$ cat config.mk
export PLATFORM = sky130hd
export DESIGN_NAME = wb_stage
export DESIGN_NICKNAME = d
export VERILOG_FILES = /design/src/rtl/wb_stage.sv
export SDC_FILE = /design/constraint.sdc
export NUM_CORES = 1
export LEC_CHECK = 0
export BUFFER_PORTS_ARGS = -buffer_cell sky130_fd_sc_hd__buf_4
export CAP_MARGIN = 0
export CORE_AREA = 2 2 187 189
export CTS_BUF_LIST = sky130_fd_sc_hd__clkbuf_16
export DETAILED_ROUTE_END_ITERATION = 8
export DIE_AREA = 0 0 189 191
export PLACE_DENSITY = 0.84
export SLEW_MARGIN = 5
export SYNTH_ARGS = -nofsm -noshare
export SYNTH_HDL_FRONTEND = slang
export SYNTH_SLANG_ARGS = --single-unit
$ cat constraint.sdc
create_clock -name clk -period 2.2 [get_ports clk]
set_clock_uncertainty 0.1 [all_clocks]
set_input_delay 0.22 -clock clk [delete_from_list [all_inputs] [get_ports clk]]
set_output_delay 0.22 -clock clk [all_outputs]
set_load 0.03 [all_outputs]
$ cat src/rtl/wb_stage.sv
// Write-back stage: retires one instruction per cycle, owns the minimal CSR
// file, and turns SYSCALL/ERTN into a fetch redirect plus pipeline flush.
module wb_stage #(
  parameter int MS_TO_WS_BUS_WD = 152,
  parameter int WS_FWD_BUS_WD   = 38
) (
  input  logic                       clk,
  input  logic                       reset,
  input  logic                       ms_to_ws_valid,
  input  logic [MS_TO_WS_BUS_WD-1:0] ms_to_ws_bus,
  output logic                       ws_allowin,
  output logic                       rf_we,
  output logic [4:0]                 rf_waddr,
  output logic [31:0]                rf_wdata,
  output logic [WS_FWD_BUS_WD-1:0]   ws_fwd_bus,
  output logic                       ws_flush_pipe,
  output logic [31:0]                ws_flush_pc,
  output logic [31:0]                debug_wb_pc,
  output logic [3:0]                 debug_wb_rf_we,
  output logic [4:0]                 debug_wb_rf_wnum,
  output logic [31:0]                debug_wb_rf_wdata
);

  localparam logic [13:0] CSR_CRMD   = 14'h00;
  localparam logic [13:0] CSR_PRMD   = 14'h01;
  localparam logic [13:0] CSR_ESTAT  = 14'h05;
  localparam logic [13:0] CSR_ERA    = 14'h06;
  localparam logic [13:0] CSR_EENTRY = 14'h0C;
  localparam logic [13:0] CSR_SAVE0  = 14'h30;
  localparam logic [13:0] CSR_SAVE1  = 14'h31;
  localparam logic [13:0] CSR_SAVE2  = 14'h32;
  localparam logic [13:0] CSR_SAVE3  = 14'h33;

  // Implemented-bit masks; unimplemented bits are never written so they read 0.
  localparam logic [31:0] CRMD_IMPL   = 32'h0000_000F;
  localparam logic [31:0] PRMD_IMPL   = 32'h0000_0007;
  localparam logic [31:0] ESTAT_IMPL  = 32'h7FFF_0000;
  localparam logic [31:0] EENTRY_IMPL = 32'hFFFF_FFC0;
  localparam logic [31:0] FULL_IMPL   = 32'hFFFF_FFFF;

  localparam logic [5:0] ECODE_SYS = 6'h0B;

  logic                       ws_valid_q;
  logic [MS_TO_WS_BUS_WD-1:0] bus_q;

  logic [31:0] csr_wvalue;
  logic        ertn;
  logic        syscall;
  logic        csr_re;
  logic        csr_we;
  logic [13:0] csr_num;
  logic [31:0] csr_wmask;
  logic        gr_we;
  logic [4:0]  dest;
  logic [31:0] final_result;
  logic [31:0] pc;

  assign {csr_wvalue, ertn, syscall, csr_re, csr_we, csr_num,
          csr_wmask, gr_we, dest, final_result, pc} = bus_q;

  logic [31:0] crmd_q,  crmd_d;
  logic [31:0] prmd_q,  prmd_d;
  logic [31:0] estat_q, estat_d;
  logic [31:0] era_q,   era_d;
  logic [31:0] eentry_q, eentry_d;
  logic [31:0] save0_q, save0_d;
  logic [31:0] save1_q, save1_d;
  logic [31:0] save2_q, save2_d;
  logic [31:0] save3_q, save3_d;
  logic [31:0] csr_rvalue;

  logic do_syscall;
  logic do_ertn;
  logic do_csrwr;

  assign ws_allowin = 1'b1;  // !ws_valid | ws_ready_go with ws_ready_go tied high
  assign do_syscall = ws_valid_q & syscall;
  assign do_ertn    = ws_valid_q & ertn;
  assign do_csrwr   = ws_valid_q & csr_we;

  function automatic logic [31:0] csr_merge(input logic [31:0] old_v,
                                            input logic [31:0] wv,
                                            input logic [31:0] wm,
                                            input logic [31:0] impl);
    logic [31:0] m;
    m = wm & impl;
    return (old_v & ~m) | (wv & m);
  endfunction

  // Stage valid bit: accepts a new instruction whenever allowin is high.
  always_ff @(posedge clk) begin
    if (reset) begin
      ws_valid_q <= 1'b0;
    end else if (ws_allowin) begin
      ws_valid_q <= ms_to_ws_valid;
    end
  end

  // Payload register: only captured for a real incoming instruction.
  always_ff @(posedge clk) begin
    if (ms_to_ws_valid && ws_allowin) begin
      bus_q <= ms_to_ws_bus;
    end
  end

  // CSR read mux: returns the current (pre-write) value.
  always_comb begin
    csr_rvalue = '0;
    unique case (csr_num)
      CSR_CRMD:   csr_rvalue = crmd_q;
      CSR_PRMD:   csr_rvalue = prmd_q;
      CSR_ESTAT:  csr_rvalue = estat_q;
      CSR_ERA:    csr_rvalue = era_q;
      CSR_EENTRY: csr_rvalue = eentry_q;
      CSR_SAVE0:  csr_rvalue = save0_q;
      CSR_SAVE1:  csr_rvalue = save1_q;
      CSR_SAVE2:  csr_rvalue = save2_q;
      CSR_SAVE3:  csr_rvalue = save3_q;
      default:    csr_rvalue = '0;
    endcase
  end

  // CSR next state: software write first, then exception/return updates
  // overwrite the fields they own so they win on overlap.
  always_comb begin
    crmd_d   = crmd_q;
    prmd_d   = prmd_q;
    estat_d  = estat_q;
    era_d    = era_q;
    eentry_d = eentry_q;
    save0_d  = save0_q;
    save1_d  = save1_q;
    save2_d  = save2_q;
    save3_d  = save3_q;
    if (do_csrwr) begin
      unique case (csr_num)
        CSR_CRMD:   crmd_d   = csr_merge(crmd_q,   csr_wvalue, csr_wmask, CRMD_IMPL);
        CSR_PRMD:   prmd_d   = csr_merge(prmd_q,   csr_wvalue, csr_wmask, PRMD_IMPL);
        CSR_ESTAT:  estat_d  = csr_merge(estat_q,  csr_wvalue, csr_wmask, ESTAT_IMPL);
        CSR_ERA:    era_d    = csr_merge(era_q,    csr_wvalue, csr_wmask, FULL_IMPL);
        CSR_EENTRY: eentry_d = csr_merge(eentry_q, csr_wvalue, csr_wmask, EENTRY_IMPL);
        CSR_SAVE0:  save0_d  = csr_merge(save0_q,  csr_wvalue, csr_wmask, FULL_IMPL);
        CSR_SAVE1:  save1_d  = csr_merge(save1_q,  csr_wvalue, csr_wmask, FULL_IMPL);
        CSR_SAVE2:  save2_d  = csr_merge(save2_q,  csr_wvalue, csr_wmask, FULL_IMPL);
        CSR_SAVE3:  save3_d  = csr_merge(save3_q,  csr_wvalue, csr_wmask, FULL_IMPL);
        default: ;
      endcase
    end
    if (do_syscall) begin
      prmd_d[2:0]   = crmd_q[2:0];
      crmd_d[2:0]   = 3'b000;
      era_d         = pc;
      estat_d[21:16] = ECODE_SYS;
      estat_d[30:22] = '0;
    end else if (do_ertn) begin
      crmd_d[2:0]   = prmd_q[2:0];
    end
  end

  // CSR state registers with architectural reset values.
  always_ff @(posedge clk) begin
    if (reset) begin
      crmd_q   <= 32'h0000_0008;
      prmd_q   <= '0;
      estat_q  <= '0;
      era_q    <= '0;
      eentry_q <= '0;
      save0_q  <= '0;
      save1_q  <= '0;
      save2_q  <= '0;
      save3_q  <= '0;
    end else begin
      crmd_q   <= crmd_d;
      prmd_q   <= prmd_d;
      estat_q  <= estat_d;
      era_q    <= era_d;
      eentry_q <= eentry_d;
      save0_q  <= save0_d;
      save1_q  <= save1_d;
      save2_q  <= save2_d;
      save3_q  <= save3_d;
    end
  end

  assign rf_we    = ws_valid_q & gr_we & ~syscall & ~ertn;
  assign rf_waddr = dest;
  assign rf_wdata = csr_re ? csr_rvalue : final_result;

  assign ws_fwd_bus = {rf_we, dest, rf_wdata};

  assign ws_flush_pipe = do_syscall | do_ertn;
  assign ws_flush_pc   = do_syscall ? eentry_q : era_q;

  assign debug_wb_pc       = pc;
  assign debug_wb_rf_we    = {4{rf_we}};
  assign debug_wb_rf_wnum  = rf_waddr;
  assign debug_wb_rf_wdata = rf_wdata;

endmodule

==> flow_metrics.py <==
metrics = {
    "die": {
        "core-area_sq_um": 34100,
        "initial_core_util_pct": 49.3,
        "fp.dieH_microns": 191,
        "die_area_sq_um": 36100,
        "die_w_microns": 189,
        "boundaryPins": 338,
        "rows": 68,
    },
    "pwr": {
        "power.density_nw_per_um2": 657,
        "power_mw": 16.3,
        "leakagePower_nw": 10.5,
        "vdd_ir_drop_max_mv": 0.713,
    },
    "clocking": {
        "htreeDepth": 2,
        "clockBufferDepth": 3,
        "cts_sinks": 361,
        "cts_root_buf": "clkbuf_16",
        "clk_latency_ns": 0.57,
        "clk_pin_slew_ns": 0.06,
        "cts_tree": "built",
        "numCtsBuffers": 40,
    },
    "placed_design": {
        "hpwl_mm": 34.3,
        "place.gp.congestion": 0.904,
        "pre_cts_slack_ns": -0.475,
        "dpl.cell_count": 2261,
        "io_buffers": 336,
    },
    "detailed_routing": {
        "postRouteWirelength_mm": 62.4,
        "wl_per_cell_microns": 24.5,
        "dr_total_vias": 15700,
        "drc": 0,
        "dr.pass1.iters": 8,
        "first_iter_violations": 2210,
        "vias_per_cell": 6.19,
        "route.antenna.remaining_nets": 0,
    },
    "final_layout": {
        "diodes": 0,
        "area_growth_pct": 47.7,
        "final_util_pct": 72.8,
        "nNetsFinal": 2212,
        "layout-drive-gt1-share_pct": 37.5,
        "instances_no_fill": 2544,
    },
    "synth": {
        "ys_seq_area_share_pct": 52.0,
        "synth_nets": 1740,
        "syn_area_per_cell_sq_um": 10.6,
        "postSynthCellCount": 1585,
        "synth_warnings": 0,
        "ys.flop_type": "dfxtp_1",
        "yosys-top-cells-area": "edfxtp_1, dfxtp_1, mux2i_1",
        "yosysMostFrequentCell": "dfxtp_1",
        "synth_edf_count": 152,
        "async_flop_share_pct": 0,
        "synth_seq_cells": 361,
        "synth.distinct_cells": 55,
        "yosys.area.top_type_share_pct": 27.1,
        "yosys.area.top_type": "edfxtp_1",
        "netlist_area_sq_um": 16800,
        "ys_top_cells_by_count": "dfxtp_1, edfxtp_1, mux2i_1",
    },
    "sta": {
        "setup_ws_ns": -1.04,
        "period_share_pct": 147,
        "setup_viol_count_final": 339,
        "worst-slew-pin-transition_ns": 0.666,
        "rsz0062_at_grt": "true",
        "relSlewSlack_pct": 55.2,
        "finalHoldViolCount": 0,
        "holdWs_ns": 0.00576,
        "finalMaxSlewViolations": 0,
        "fin_crit_ns": 3.24,
        "fmax_mhz": 308,
    },
    "global_routing": {
        "grt_pass1_wl_mm": 87.3,
        "grt_util_met2_pct": 54.0,
        "overflow": 0,
        "met3_usage_pct": 5.40,
        "grt_max_degree": 64,
        "grt_use_met1_pct": 37.0,
        "antenna_found_initial": 1,
        "grt_busiest_layer": "met2",
        "gr-usage-all-layers_pct": 30.9,
        "grt_pass1_vias": 15600,
    },
    "critical_path": {
        "path_buf_inv": 4,
        "critical_path.max_fanout": 6,
        "crit_type": "flop to primary output",
        "critPathMaxStageDelay_ns": 0.56,
        "cp-end-kind": "primary output",
        "cp_common_cell": "buf_6",
        "r2r_slack_ns": -0.75,
        "r2r_start": "bus_q[112]",
        "crit_family": "simple AND/OR/NAND/NOR gates",
        "cp_slowest_cell": "or4_4",
        "cp-start-kind": "flop",
        "cp_data_required_time_ns": 1.88,
        "path_cells": "or4_4 > buf_8 > buf_6 > nor4_4 > buf_4 > a222oi_1 > a21boi_2 > o2bb2ai_4 > buf_6",
        "crit_arrival_ns": 2.92,
        "cp.depth": 9,
        "r2r.worst_path.cells": 14,
    },
    "hold_path": {
        "whs_path_depth": 2,
        "hp-start": "reset",
        "hp-class": "input port to flop",
    },
    "run_status": {
        "outcome": "finished with violations",
        "violations": "negative setup slack",
    },
    "run": {
        "max-cap-violations": 0,
    },
}
==> metal layers <==
layer,vias to the layer above,part of all wire (%),wire (microns)
met5,-,0.074,46
met4,2,5.7,3570
met3,312,11,6560
met2,1230,49,30500
met1,7545,35,21800
li1,6659,-,-
==> metrics by stage <==
stage	TNS, ns	area [sq um]
2_1_floorplan	-25.21	17600
3_3_place_gp	-55.13	20300
3_5_place_dp	-63.25	20300
4_1_cts	-130.44	23900
5_1_grt	-198.99	24800
6_report	-181.59	24800
==> logic make-up (layout without fill, tap and decap cells) <==
logic type / Yosys count / count (layout) / share of synthesized area [%]
simple gates: 443 / 443 / 13.3
xor+xnor: 1 / 1 / 0.0521
compound gates: 300 / 300 / 12.0
flops: 361 / 361 / 52.0
buf+inv: 283 / 787 / 9.66
other cells: 1 / 1 / 0.0223
mux: 196 / 196 / 13.0
==> placed cells by master (no fill, tap or decap), drive strengths merged, types with 10 or more instances in the layout <==
cell type    instances
a222oi              19
o21ai               72
a2bb2oi             12
and2                13
nor2               146
a22oi               20
nand3              116
nor2b               12
mux2                35
nand4               65
dlygate4sd3        153
a211oi              35
a22o                21
edfxtp             152
buf                515
o2bb2ai             18
nand2               65
a21oi               73
a32oi               13
mux2i              147
inv                 56
mux4                14
a21boi              10
clkbuf              54
dfxtp              209
==> power breakdown <==
group / switching [mW] / total [mW] / leakage (nW) / internal (mW)
sequential: 0.370 / 7.66 / 3.18 / 7.29
clock: 2.85 / 6.33 / 0.670 / 3.48
combinational: 1.27 / 2.34 / 6.64 / 1.07
total: 4.49 / 16.3 / 10.5 / 11.8
==> final cells by class <==
class	count	area [sq um]
Clock inverter	32	169
Timing Repair Buffer	680	6670
Multi-Input combinational cell	941	7520
Tap cell	455	569
Sequential cell	361	8750
Clock buffer	42	1050
Inverter	33	124
Fill cell	2049	9270
==> worst reg2reg max path, delay by kind of cell, from the launching register on <==
family / cells / cell delay (ns)
buf+inv: 9 / 1.13
flops: 1 / 0.40
compound gates: 1 / 0.17
simple gates: 4 / 1.06
==> how the worst max path moves through the flow <==
stage,endpoint,slack (ns),start
floorplan,rf_wdata[11],-0.48,bus_q[112]
global placement,ws_fwd_bus[4],-0.44,bus_q[112]
detailed placement,ws_fwd_bus[4],-0.47,bus_q[112]
CTS,debug_wb_rf_wdata[3],-0.92,bus_q[107]
global route,debug_wb_rf_wdata[7],-1.08,bus_q[109]
finish,rf_wdata[4],-1.04,bus_q[112]
==> timing repair <==
item / CTS / global route
endpoints found under the hold margin: 181 / 0
resized for setup: 134 / 152
buffers inserted: 19 / 26
gates cloned: 6 / 15
setup endpoints to repair: 330 / 339
hold buffers: 153 / 0
pin swaps: 31 / 60
Power figures use the tool's default switching activity.
